`config.mk`:
```
export PLATFORM = sky130hd
export DESIGN_NAME = adder_accumulator
export DESIGN_NICKNAME = d
export VERILOG_FILES = /design/src/rtl/adder_pkg.sv /design/src/rtl/carry_select_adder.sv /design/src/rtl/adder_accumulator.sv
export SDC_FILE = /design/constraint.sdc
export NUM_CORES = 1
export LEC_CHECK = 0
export ABC_AREA = 1
export BUFFER_PORTS_ARGS = -buffer_cell sky130_fd_sc_hd__buf_4
export CORE_ASPECT_RATIO = 1.5
export CORE_MARGIN = 2
export CORE_UTILIZATION = 30
export CTS_CLUSTER_SIZE = 14
export DETAILED_ROUTE_END_ITERATION = 16
export PLACE_DENSITY = 0.57
export SYNTH_ARGS = -nofsm -noshare
export SYNTH_HDL_FRONTEND = slang
export SYNTH_SLANG_ARGS = --single-unit
```
`constraint.sdc`:
```
create_clock -name i_clk -period 3.94 [get_ports i_clk]
set_clock_uncertainty 0.1 [all_clocks]
set_input_delay 0.788 -clock i_clk [delete_from_list [all_inputs] [get_ports i_clk]]
set_output_delay 0.788 -clock i_clk [all_outputs]
set_load 0.1 [all_outputs]
```
`src/rtl/adder_pkg.sv`:
```
// Shared datapath width and FSM state encoding for the adder accumulator.
package adder_pkg;

    localparam int DATA_W = 32;

    typedef enum logic [1:0] {
        IDLE  = 2'b00,
        ACCUM = 2'b01,
        DONE  = 2'b10
    } state_t;

endpackage

```
`src/rtl/carry_select_adder.sv`:
```
// 32-bit carry-select adder: each 8-bit block precomputes both carry-in cases
// and the incoming block carry picks the result.
module carry_select_adder
    import adder_pkg::*;
(
    input  logic [DATA_W-1:0] a_i,
    input  logic [DATA_W-1:0] b_i,
    output logic [DATA_W-1:0] sum_o
);

    localparam int BLOCK_W = 8;
    localparam int NBLK    = DATA_W / BLOCK_W;

    logic [NBLK-1:0] carry;

    assign carry[0] = 1'b0;

    for (genvar g = 0; g < NBLK; g++) begin : g_blk
        logic [BLOCK_W:0] sum0;
        logic [BLOCK_W:0] sum1;

        assign sum0 = {1'b0, a_i[g*BLOCK_W +: BLOCK_W]} + {1'b0, b_i[g*BLOCK_W +: BLOCK_W]};
        assign sum1 = {1'b0, a_i[g*BLOCK_W +: BLOCK_W]} + {1'b0, b_i[g*BLOCK_W +: BLOCK_W]}
                    + {{BLOCK_W{1'b0}}, 1'b1};

        assign sum_o[g*BLOCK_W +: BLOCK_W] = carry[g] ? sum1[BLOCK_W-1:0] : sum0[BLOCK_W-1:0];

        // The top block's carry-out is a modulo wrap and is detected by the caller.
        if (g < NBLK - 1) begin : g_carry
            assign carry[g+1] = carry[g] ? sum1[BLOCK_W] : sum0[BLOCK_W];
        end
    end

endmodule

```
`src/rtl/adder_accumulator.sv`:
```
// Sums a programmable-length stream of operands through the carry-select adder
// and presents the total plus a sticky wrap flag on a valid/ready handshake.
module adder_accumulator
    import adder_pkg::*;
#(
    parameter int LEN_W = 8
) (
    input  logic              i_clk,
    input  logic              i_rst_n,
    input  logic              i_start,
    input  logic [LEN_W-1:0]  i_len,
    output logic              o_busy,
    input  logic              i_valid,
    input  logic [DATA_W-1:0] i_data,
    output logic              o_ready,
    output logic              o_valid,
    output logic [DATA_W-1:0] o_sum,
    output logic              o_ovf,
    input  logic              i_ready
);

    state_t             state_q, state_d;
    logic [DATA_W-1:0]  accum_q, accum_d;
    logic [LEN_W-1:0]   count_q, count_d;
    logic               ovf_q, ovf_d;
    logic [DATA_W-1:0]  nextSum;

    carry_select_adder u_adder (
        .a_i   (accum_q),
        .b_i   (i_data),
        .sum_o (nextSum)
    );

    always_ff @(posedge i_clk or negedge i_rst_n) begin
        if (!i_rst_n) begin
            state_q <= IDLE;
            accum_q <= '0;
            count_q <= '0;
            ovf_q   <= 1'b0;
        end else begin
            state_q <= state_d;
            accum_q <= accum_d;
            count_q <= count_d;
            ovf_q   <= ovf_d;
        end
    end

    // A zero-length job skips ACCUM; count is never 0 inside ACCUM, so it cannot underflow.
    always_comb begin
        state_d = state_q;
        accum_d = accum_q;
        count_d = count_q;
        ovf_d   = ovf_q;
        case (state_q)
            IDLE: begin
                if (i_start) begin
                    count_d = i_len;
                    accum_d = '0;
                    ovf_d   = 1'b0;
                    state_d = (i_len == '0) ? DONE : ACCUM;
                end
            end
            ACCUM: begin
                if (i_valid) begin
                    accum_d = nextSum;
                    ovf_d   = ovf_q | (nextSum < accum_q);
                    count_d = count_q - LEN_W'(1);
                    if (count_q == LEN_W'(1)) begin
                        state_d = DONE;
                    end
                end
            end
            DONE: begin
                if (i_ready) begin
                    state_d = IDLE;
                end
            end
            default: state_d = IDLE;
        endcase
    end

    assign o_busy  = (state_q == ACCUM) || (state_q == DONE);
    assign o_ready = (state_q == ACCUM);
    assign o_valid = (state_q == DONE);
    assign o_sum   = accum_q;
    assign o_ovf   = ovf_q;

endmodule

```
Yosys cells after proc, flatten, opt, wreduce, memory -nomap -nowiden

Index checks and enable logic that the tools add are counted.

$add $sub $neg: 8
Order comparisons: 1
Eq/ne operators: 7
Mux-type cells: 20
Bitwise logic cells: 1
Reduce and logical (&&, ||, !) cells: 6

Operators with widths:

| operator            | number |
|---|---|
| $mux 32             | 2 |
| $pmux 32 s2         | 1 |
| $mux 8              | 5 |
| $lt 32x32->1        | 1 |
| $add 8x8->9         | 3 |
| $add 9x1->9 const B | 2 |
| $pmux 8 s2          | 1 |
| $mux 2              | 5 |
| $add 8x1->8 const B | 1 |
| $add 8x8->8         | 1 |
| $eq 8x1->1 const B  | 1 |
| $logic_not 8->1     | 1 |
| $sub 8x1->8 const B | 1 |
| $pmux 2 s3          | 1 |
| $mux 1              | 4 |
| $ne 2x1->1 const B  | 2 |
| $ne 2x2->1 const B  | 2 |
| $reduce_and 4->1    | 1 |
| $reduce_and 3->1    | 1 |
| $eq 2x1->1 const B  | 1 |
| $eq 2x2->1 const B  | 1 |
| $logic_not 2->1     | 1 |
| $pmux 1 s2          | 1 |
| $reduce_bool 2->1   | 1 |
| 2 further kinds     | 2 |

Register bits: 43
Input bits: 45
Output and inout bits: 36
Word-level logic and storage cells: 47

Logic depth before layout (Yosys ltp)

Gate-level depths: netlist of the first run.

Depth after elaboration: 9
Mapped depth: 29
Mapped depth without buffers: 29

By module

From an unflattened synthesis of the first run, not the netlist that was laid out.

Cell total of the unflattened synthesis: 697
Area total of the unflattened synthesis: 4911.0 sq um

Modules (own cells, without submodules):

| module             | instances | cells each | area an instance (sq um) | seq. area each (sq um) |
|---|---|---|---|---|
| adder_accumulator  | 1         | 340        | 2756.4                   | 1076.0 |
| carry_select_adder | 1         | 357        | 2154.6                   | 0.0 |

Worst setup path after synthesis of the first run

OpenSTA, ideal clock, no wires.

Path type: reg-to-reg
Start: reg accum_q[0], in the netlist o_sum[0]
End: reg ovf_q, in the netlist o_ovf
Setup time: 120 ps
Arrival time: 3864 ps
Data required time: 3720 ps
Setup slack: -144 ps
Cell stages (with the launch flop): 27
Buffers on the path: 1
Period minus slack after synthesis: 4084 ps
Path through: dfrtp_1 -> ha_1 -> inv_1 -> fa_1 -> nand3b_1 -> nand2_2 -> nand2_2 -> nand2_4 -> nand2_4 -> nor2_4 -> nand3_2 -> nand2_4 -> nand2_4 -> buf_8 -> inv_2 -> nand2_1 -> nand2_1 -> inv_1 -> ha_1 -> nand2_1 -> o21a_1 -> o221ai_1 -> a21oi_1 -> nand2_1 -> nand2_1 -> nand3_1 -> nand2_1

Longest elaborated chain between the ends: 8
Elaborated cells between the ends (all ways): 10
Those cells by class: add/sub (1); order compare (1); mux (7); bitwise (1)

Ends and longest elaborated chain:

| what                   | line                     | source |
|---|---|---|
| from (decl)            | adder_accumulator.sv:23  | `logic [DATA_W-1:0] accum_q, accum_d;` |
| from (signal assigned) | adder_accumulator.sv:42  | `accum_q <= accum_d;` |
| $add 8x8->9            | n/a                      |  |
| $mux 1 (2 in a row)    | carry_select_adder.sv:30 | `assign carry[g+1] = carry[g] ? sum1[BLOCK_W] : sum0[BLOCK_W];` |
| $mux 8                 | carry_select_adder.sv:26 | `assign sum_o[g*BLOCK_W +: BLOCK_W] = carry[g] ? sum1[BLOCK_W-1:0] : sum0[BLOCK_W-1:0];` |
| $lt 32x32->1 *         | adder_accumulator.sv:66  | `ovf_d = ovf_q \| (nextSum < accum_q);` |
| $or 1x1->1 *           | adder_accumulator.sv:66  |  |
| $mux 1 *               | adder_accumulator.sv:64  | `if (i_valid) begin` |
| $pmux 1 s2 *           | adder_accumulator.sv:54  | `case (state_q)` |
| to (signal assigned)   | adder_accumulator.sv:44  | `ovf_q <= ovf_d;` |
| to (decl)              | adder_accumulator.sv:25  | `logic ovf_q, ovf_d;` |

Every way passes the cells marked *; elsewhere a longest branch is shown, timed or not. The select of a mux whose other input is x is not followed.
A chain may end at the register's enable or synchronous reset.

Worst setup path after layout of the first run

Start: in i_data[8]
End: reg ovf_q, in the netlist o_ovf

Longest elaborated chain between the ends: 9
Elaborated cells between the ends (all ways): 11
Those cells by class: add/sub (2); order compare (1); mux (7); bitwise (1)

Ends and longest elaborated chain:

| what                | line                                               | source |
|---|---|---|
| from (decl)         | adder_accumulator.sv:14                            | `input logic [DATA_W-1:0] i_data,` |
| $add 8x8->9 *       | carry_select_adder.sv:22, carry_select_adder.sv:23 |  |
| $add 9x1->9         | carry_select_adder.sv:24                           | `+ {{BLOCK_W{1'b0}}, 1'b1};` |
| $mux 1 (2 in a row) | carry_select_adder.sv:30                           |  |
| $mux 8              | carry_select_adder.sv:26                           |  |
| $lt 32x32->1 *      | adder_accumulator.sv:66                            |  |
| $or 1x1->1 *        | adder_accumulator.sv:66                            |  |
| $mux 1 *            | adder_accumulator.sv:64                            |  |
| $pmux 1 s2 *        | adder_accumulator.sv:54                            |  |

Marks and branches as above.

==> flow_metrics.env, run 1 <==
export IMPL_cp_data_required_time_ps=4070
export IMPL_async_reset_ff_share_pct=100.0
export IMPL_leakagePower_nw=3.529
export IMPL_synthTopCellsByCount="nand2_1, inv_1, ha_1"
export IMPL_max_freq_mhz=269.0
export IMPL_critPathArrivalTime_ps=3850
export IMPL_critPathCaptureType="flop"
export IMPL_crit_path_max_fanout=5
export IMPL_finalCritPeriodShare_pct=94.36
export IMPL_ys_warnings_count=0
export IMPL_post_drt_via_cell_ratio=4.663
export IMPL_slew_viol_final=0
export IMPL_synth_area_top_cells="dfrtp_1, ha_1, nand2_1"
export IMPL_ys_types=44
export IMPL_p_seq_share_pct=12.8
export IMPL_ff2ff_setup_slack_ps=420
export IMPL_ctsLongestPathBuffers=2
export IMPL_p_int_mw=2.670
export IMPL_grt_pass1_wl_mm=21.60
export IMPL_yosysSeqAreaShare_pct=21.35
export IMPL_synth_top_flop_cell="dfrtp_1"
export IMPL_dr_pass1_iters=5
export IMPL_reg2regPathDepth=23
export IMPL_port_buffers=80
export IMPL_antenna_cells=0
export IMPL_cts_buffers=5
export IMPL_grt_pass1_vias=4896
export IMPL_fp_dieW_um=109.8
export IMPL_finalSetupTns_ps=0
export IMPL_drive_above_1_share_pct=23.98
export IMPL_dp_hpwl_mm=10.63
export IMPL_fp_dieArea_um2=17870
export IMPL_yosys_area_top_type_share_pct=21.35
export IMPL_drc=0
export IMPL_p_switching_mw=3.354
export IMPL_slew_headroom_pct=54.24
export IMPL_ant_nets=0
export IMPL_power_frac_comb_pct=79.1
export IMPL_drv_cap=0
export IMPL_clk_pin_slew_ps=70
export IMPL_synth_edf_count=0
export IMPL_yosysMostFrequentCell="nand2_1"
export IMPL_syn2layout_area_growth_pct=30.04
export IMPL_cts_root_buf="clkbuf_16"
export IMPL_status="finished, final reports clean"
export IMPL_h_tree_depth=2
export IMPL_grt_antenna_before_repair=0
export IMPL_synth_seq_cells=43
export IMPL_hp_class="input port to async pin"
export IMPL_syn_area_um2=5040
export IMPL_utilization_pct=39.44
export IMPL_fp_coreArea_um2=16620
export IMPL_grt_max_degree=44
export IMPL_tightest_slew_ps=685.6
export IMPL_rows=58
export IMPL_io_pins=81
export IMPL_r2r_end="o_ovf"
export IMPL_syn_num_nets=841
export IMPL_holdBufCountCts=0
export IMPL_finalNetCount=974
export IMPL_nFillCells=1767
export IMPL_cts_tree="done"
export IMPL_wl_per_cell_um=12.24
export IMPL_min_period_ps=3718
export IMPL_gp_congestion=0.8270
export IMPL_setup_violations_final=0
export IMPL_clock_latency_ps=290
export IMPL_drt_iter0_drc=282
export IMPL_finalWirelength_mm=13.03
export IMPL_pwr_share_clk_pct=8.1
export IMPL_powerDensity_nw_per_um2=919.2
export IMPL_vias=4966
export IMPL_synth_area_leader_cell="dfrtp_1"
export IMPL_hold_viol=0
export IMPL_peakVddDrop_v=0.0004004
export IMPL_timing_rr_start="o_sum[8]"
export IMPL_clock_sinks=43
export IMPL_avgSynthCellArea_um2=6.990
export IMPL_power_mw=6.024
export IMPL_crit_type="input port to flop"
export IMPL_track_usage_pct=15.08
export IMPL_initial_core_util_pct=30.33
export IMPL_die_height_um=162.7
export IMPL_switching_share_pct=55.68
export IMPL_syn_inst=721
export IMPL_crit_path_start_kind="input port"
export IMPL_grt_remaining_overflow=0
## metal layers
layer	vias up	GRT usage (%)	part of all wire, %
li1	2609	-	-
met1	2266	15.87	39
met2	72	29.70	56
met3	19	1.561	2.3
met4	0	5.409	2.8
met5	-	0	0
## worst max-delay path by stage
stage | start | endpoint | slack [ps] | cells after the start
after floorplan | o_sum[9] | o_ovf | 30 | 26
after global placement | i_data[8] | o_ovf | -60 | 24
after detailed placement | i_data[8] | o_ovf | -110 | 24
after CTS | i_data[8] | o_ovf | 190 | 24
after global routing | i_data[8] | o_ovf | -60 | 27
final | i_data[8] | o_ovf | 220 | 24
## critical path: stages
cell	delay, ps
buf_4	110
ha_1	210
inv_2	70
fa_2	440
inv_2	60
ha_2	180
nand2_4	60
nor2_4	170
nand3_2	120
nand2_4	130
nand3_4	160
buf_12	170
nand3_1	90
and2_4	160
ha_4	190
a21oi_2	130
o21ai_1	70
nand2_1	50
o211ai_1	80
a21oi_1	120
nand2_1	60
nand2_1	60
nand3_1	70
nand2_1	70
## stage by stage
stage               cell area, um2  hold slack (ps)  setup WS, ps  cells
global route                  6554            449.1        -57.70   1065
finish                        6554            405.0         222.4   1065
CTS                           6431            421.8         194.7   1063
detailed placement            6259            419.2        -111.6   1055
floorplan                     5045            365.3         27.88    721
global placement              6259            383.7        -59.10   1055
## flip-flops by register name, indices dropped and copies added, names as in the netlist
register	flops
count_q	8
state_q	2
o_ovf	1
o_sum	32
## final cells by class
type / count / area (um2) / area share [%]
Clock buffer: 5 / 125.1 / 1.909
Sequential cell: 43 / 1081 / 16.49
Inverter: 146 / 548.0 / 8.362
Tap cell: 210 / 262.8 / 4.009
Timing Repair Buffer: 135 / 1030 / 15.71
Multi-Input combinational cell: 523 / 3460 / 52.79
Clock inverter: 3 / 47.55 / 0.7255
## cells by family (layout without fill, tap and decap cells)
logic type | after synthesis | after routing | synth area share (%)
adders and majority gates | 75 | 75 | 19.22
DFF | 43 | 43 | 21.35
buffers and inverters | 155 | 289 | 11.82
xor gates and xnor gates | 26 | 26 | 4.816
and+or+nand+nor | 312 | 312 | 29.64
AOI/OAI and AO/OA | 110 | 110 | 13.16
## power groups by stage
stage	sequential, mW	combinational (mW)	clock (mW)
floorplan	1.46	2.67	0
global placement	0.780	4.58	0
detailed placement	0.783	4.60	0
CTS	0.777	4.62	0.511
global route	0.794	5.34	0.526
finish	0.773	4.76	0.488
## cell usage in the layout (no fill, tap or decap), types with 5 or more instances in the layout
cell type / n
nand2_1: 168
xor2_1: 17
inv_1: 142
nand3_1: 54
clkbuf_16: 5
o21ai_0: 29
nand4_1: 13
nand3b_1: 5
buf_4: 133
xnor2_1: 7
a21oi_1: 39
and2_1: 6
dfrtp_1: 39
nor2_1: 25
ha_1: 66
o22ai_1: 12
nand2_2: 14
## timing repair
action,4_1_cts,5_1_grt
resized for setup,0,22
endpoints found under the hold margin,0,0
endpoints found under the setup margin,0,1
setup buffers,0,2
(Power assumes the default switching activity.)
==> inputs of run 2 (changes only) <==
--- a/config.mk
+++ b/config.mk
@@ -7,12 +7,14 @@
 export LEC_CHECK = 0
 export ABC_AREA = 1
 export BUFFER_PORTS_ARGS = -buffer_cell sky130_fd_sc_hd__buf_4
+export CELL_PAD_IN_SITES_DETAIL_PLACEMENT = 1
+export CELL_PAD_IN_SITES_GLOBAL_PLACEMENT = 1
 export CORE_ASPECT_RATIO = 1.5
 export CORE_MARGIN = 2
 export CORE_UTILIZATION = 30
 export CTS_CLUSTER_SIZE = 14
 export DETAILED_ROUTE_END_ITERATION = 16
-export PLACE_DENSITY = 0.57
+export PLACE_DENSITY = 0.71
 export SYNTH_ARGS = -nofsm -noshare
 export SYNTH_HDL_FRONTEND = slang
 export SYNTH_SLANG_ARGS = --single-unit
==> flow_metrics.env, run 2 (same netlist as run 1, synthesis figures left out) <==
export IMPL_multi_input_comb_area_um2=3591
export IMPL_status="finished, final reports clean"
export IMPL_clock_latency_ps=290
export IMPL_fp_dieW_um=109.8
export IMPL_cp_data_required_time_ps=4070
export IMPL_fin_ws_ps=210.5
export IMPL_grt_remaining_overflow=0
export IMPL_ctsLongestPathBuffers=2
export IMPL_finalWirelength_mm=15.30
export IMPL_largest_reg_flops=32
export IMPL_grt_pass1_vias=5493
export IMPL_gp_congestion=0.8246
export IMPL_cp_common_cell="nand2_1"
export IMPL_h_tree_depth=2
export IMPL_crit_path_max_fanout=8
export IMPL_grt_use_met1_pct=17.97
export IMPL_antenna_cells=0
export IMPL_setup_violations_final=0
export IMPL_grt_max_degree=44
export IMPL_drc=0
export IMPL_slew_viol_final=0
export IMPL_fp_dieArea_um2=17870
export IMPL_stdcell_count=1078
export IMPL_io_pins=81
export IMPL_placed_area_um2=6326
export IMPL_holdBufCountCts=0
export IMPL_hp_class="input port to async pin"
export IMPL_vias=5212
export IMPL_die_height_um=162.7
export IMPL_initial_core_util_pct=30.33
export IMPL_min_period_ps=3730
export IMPL_busiest_layer="met2"
export IMPL_grtUsageMet3_pct=1.441
export IMPL_critPathArrivalTime_ps=3860
export IMPL_rows=58
export IMPL_cts_buffers=5
export IMPL_dr_pass1_iters=4
export IMPL_cts_tree="done"
export IMPL_peakVddDrop_v=0.0003811
export IMPL_powerDensity_nw_per_um2=938.2
export IMPL_fp_coreArea_um2=16620
export IMPL_post_drt_via_cell_ratio=4.835
export IMPL_use_met2_pct=34.75
export IMPL_finalNetCount=987
export IMPL_seq_area_um2=1081
export IMPL_hold_viol=0
export IMPL_drt_iter0_drc=124
export IMPL_dp_hpwl_mm=12.34
export IMPL_slew_headroom_pct=25.07
export IMPL_pre_cts_slack_ps=-200.4
export IMPL_syn2layout_area_growth_pct=34.48
export IMPL_drive_above_1_share_pct=27.42
export IMPL_grt_pass1_wl_mm=24.59
export IMPL_cts_root_buf="clkbuf_16"
export IMPL_cp_slowest_stage_delay_ps=390
export IMPL_cp_slowest_cell="fa_2"
export IMPL_setup_worst_path_start="i_data[8]"
export IMPL_tightest_slew_ps=1123
export IMPL_final_cell_area_um2=6778
export IMPL_dp_cells=1064
export IMPL_crit_path_start_kind="input port"
export IMPL_finalCritPeriodShare_pct=94.66
export IMPL_ant_nets=0
export IMPL_drv_cap=0
export IMPL_power_mw=6.359
export IMPL_critPathCaptureType="flop"
export IMPL_nFillCells=2091
export IMPL_wl_per_cell_um=14.19
export IMPL_leakagePower_nw=3.598
export IMPL_grt_antenna_before_repair=0
export IMPL_track_usage_pct=17.25
export IMPL_timing_rr_start="o_sum[0]"
export IMPL_port_buffers=80
export IMPL_crit_type="input port to flop"
export IMPL_clock_sinks=43
export IMPL_layout_commonest_cell="nand2_1"
export IMPL_clk_pin_slew_ps=70
export IMPL_most_common_layout_cells="nand2_1, buf_4, inv_1"
export IMPL_max_freq_mhz=268.1
run 2: changes by cell type in the layout (fill, tap and decap cells not counted), moves of 4 or more:
cell     change
nand2_1      -4
nand3_2      +5
nand3_1      -5
ha_1         -5
nand2_2      +4
buf_4       +11
ha_4         +5
run 2: layout make-up:
cell class	count	area share, %
flip-flops and latches	43	15.95
clock inverters	2	0.5538
clock buffers	6	1.901
repair buffers	148	16.61
inverters	146	8.123
well taps	210	3.877
multi-input cells	523	52.98
run 2: critical path: cells and delay by family:
kind / cells / cell delay (ps)
buf+inv: 5 / 430
xor+xnor: 1 / 90
compound gates: 2 / 220
fa+ha+maj: 3 / 830
simple gates: 14 / 1460
run 2: final timing paths:
path,cells past startpoint,slack [ps],endpoint
setup / recovery,25,210,o_ovf
hold / removal,1,410,state_q[1]
setup reg to reg,24,350,o_ovf
hold reg to reg,2,420,count_q[4]
max in group asynchronous,1,2890,o_sum[16]
min in group i_clk,2,420,count_q[4]
run 2: stage by stage:
step | TNS [ps] | util [%] | hold slack (ps)
floorplan | 0 | - | 365.3
global placement | -116.5 | 38.07 | 385.3
detailed placement | -200.4 | 38.07 | 400.3
CTS | 0 | 39.07 | 417.8
global route | -44.59 | 40.78 | 449.8
finish | 0 | 40.78 | 408.8
run 2: repair_timing:
item / CTS / global route
endpoints found under the setup margin: 0 / 1
gates resized for setup: 0 / 51
setup buffers: 0 / 6
run 2: metal layers:
metal  wire, um  vias up  part of all wire, %
met1       5789     2491                   38
met4        369        0                  2.4
li1           -     2631                    -
met5          0        -                    0
met3        283       21                  1.9
met2       8854       69                   58
run 2: report_power, final:
part / switching [mW] / internal (mW)
Clock: 0.187 / 0.300
Sequential: 0.165 / 0.610
Combinational: 3.22 / 1.88
==> inputs of run 3 (changes only) <==
--- a/config.mk
+++ b/config.mk
@@ -15,6 +15,7 @@
 export CTS_CLUSTER_SIZE = 14
 export DETAILED_ROUTE_END_ITERATION = 16
 export PLACE_DENSITY = 0.71
+export SETUP_SLACK_MARGIN = 0.4
 export SYNTH_ARGS = -nofsm -noshare
 export SYNTH_HDL_FRONTEND = slang
 export SYNTH_SLANG_ARGS = --single-unit
==> flow_metrics.env, run 3 (same netlist as run 1, synthesis figures left out) <==
export IMPL_fp_coreArea_um2=16620
export IMPL_status="finished, final reports clean"
export IMPL_cp_data_required_time_ps=4020
export IMPL_dp_cells=1060
export IMPL_largest_reg_flops=32
export IMPL_grt_max_degree=44
export IMPL_critPathArrivalTime_ps=3740
export IMPL_max_freq_mhz=272.9
export IMPL_finalNetCount=986
export IMPL_slew_headroom_pct=53.25
export IMPL_antenna_cells=0
export IMPL_cts_root_buf="clkbuf_16"
export IMPL_hp_class="flop to flop"
export IMPL_grt_pass1_vias=5626
export IMPL_leakagePower_nw=3.609
export IMPL_critPathCaptureType="flop"
export IMPL_vias=5173
export IMPL_finalWirelength_mm=15.50
export IMPL_drt_iter0_drc=104
export IMPL_die_height_um=162.7
export IMPL_setup_violations_final=0
export IMPL_layout_commonest_cell="nand2_1"
export IMPL_stdcell_count=1077
export IMPL_grt_pass1_wl_mm=25.46
export IMPL_clock_sinks=43
export IMPL_grt_remaining_overflow=0
export IMPL_wl_per_cell_um=14.40
export IMPL_ctsLongestPathBuffers=2
export IMPL_cp_slowest_stage_delay_ps=430
export IMPL_peakVddDrop_v=0.0003986
export IMPL_drc=0
export IMPL_clk_pin_slew_ps=70
export IMPL_cts_buffers=5
export IMPL_io_pins=81
export IMPL_syn2layout_area_growth_pct=37.16
export IMPL_track_usage_pct=17.93
export IMPL_fin_ws_ps=275.8
export IMPL_ant_nets=0
export IMPL_h_tree_depth=2
export IMPL_powerDensity_nw_per_um2=949.5
export IMPL_hold_viol=0
export IMPL_crit_chain="buf_4 > ha_1 > inv_2 > fa_2 > inv_2 > ha_4 > nand2_2 > nor2_4 > nand4_1 > nand2_2 > nand2_8 > nand2_8 > nand2_2 > and2_1 > ha_4 > nand2_2 > o21ai_1 > nand2_1 > o211ai_1 > a21oi_1 > nand2_1 > nand2_1 > nand3_1 > nand2_1"
export IMPL_grt_antenna_before_repair=0
export IMPL_min_period_ps=3664
export IMPL_crit_path_start_kind="input port"
export IMPL_rsz0062_at_grt="true"
export IMPL_fp_dieW_um=109.8
export IMPL_tightest_slew_ps=700.5
export IMPL_clock_latency_ps=300
export IMPL_port_buffers=80
export IMPL_drive_above_1_share_pct=30.68
export IMPL_dr_pass1_iters=4
export IMPL_cp_slowest_cell="fa_2"
export IMPL_dp_hpwl_mm=12.19
export IMPL_crit_path_max_fanout=9
export IMPL_finalSetupTns_ps=0
export IMPL_power_mw=6.564
export IMPL_crit_type="input port to flop"
export IMPL_most_common_layout_cells="nand2_1, buf_4, inv_1"
export IMPL_post_drt_via_cell_ratio=4.803
export IMPL_slew_viol_final=0
export IMPL_initial_core_util_pct=30.33
export IMPL_drv_cap=0
export IMPL_finalCritPeriodShare_pct=93.00
export IMPL_cts_tree="done"
export IMPL_pre_cts_slack_ps=-156.5
export IMPL_rows=58
export IMPL_gp_congestion=0.8101
export IMPL_fp_dieArea_um2=17870
-- run 3: cell count changes in the layout (fill, tap and decap cells not counted), sizes merged --
cell  before  now
buf      148  147
-- run 3: area by class of cell --
class                           instances  area, um2
Clock buffer                            6      128.9
Inverter                              146      548.0
Sequential cell                        43       1089
Fill cell                            2091       9706
Tap cell                              210      262.8
Clock inverter                          2      37.54
Timing Repair Buffer                  147       1135
Multi-Input combinational cell        523       3712
-- run 3: final timing paths --
check / startpoint / to / slack (ps) / depth (start not counted)
max reg2reg: o_sum[0] / o_ovf / 430 / 25
min: count_q[4] / count_q[4] / 400 / 2
max: i_data[16] / o_ovf / 280 / 24
min reg2reg: count_q[4] / count_q[4] / 400 / 2
min in group asynchronous: i_rst_n / state_q[1] / 410 / 1
max in group asynchronous: i_rst_n / o_sum[0] / 2860 / 1
-- run 3: power by group --
part	switching, mW	internal, mW	total, mW
sequential	0.166	0.613	0.779
clock	0.193	0.300	0.493
combinational	3.29	2.00	5.29
total	3.65	2.92	6.56
-- run 3: stage by stage --
step,utilization (%),cell area (um2),hold slack (ps)
global placement,38.09,6330,382.1
CTS,40.29,6695,406.0
detailed placement,38.09,6330,386.9
floorplan,-,5066,365.3
global route,41.60,6913,450.3
finish,41.60,6913,400.4
-- run 3: layer usage --
| metal | up-vias | wire length, um | track usage (%) |
|---|---|---|---|
| met5 | - | 0 | 0 |
| met4 | 0 | 222 | 4.488 |
| met3 | 10 | 320 | 1.641 |
| met2 | 57 | 9150 | 37.53 |
| met1 | 2477 | 5810 | 17.89 |
| li1 | 2629 | - | - |
-- run 3: what timing repair did --
item,CTS,global route
endpoints found under the setup margin,1,1
gates resized for setup,35,45
hold endpoints to repair,0,0
pin swaps,26,29
cloned,0,0
hold buffers,0,0
setup buffers,4,5
-- run 3: critical path: cells and delay by family --
family	cells	cell delay, ps
buffers and inverters	3	280
adders and majority gates	4	1070
and+or+nand+nor	14	1330
AOI/OAI and AO/OA	3	290
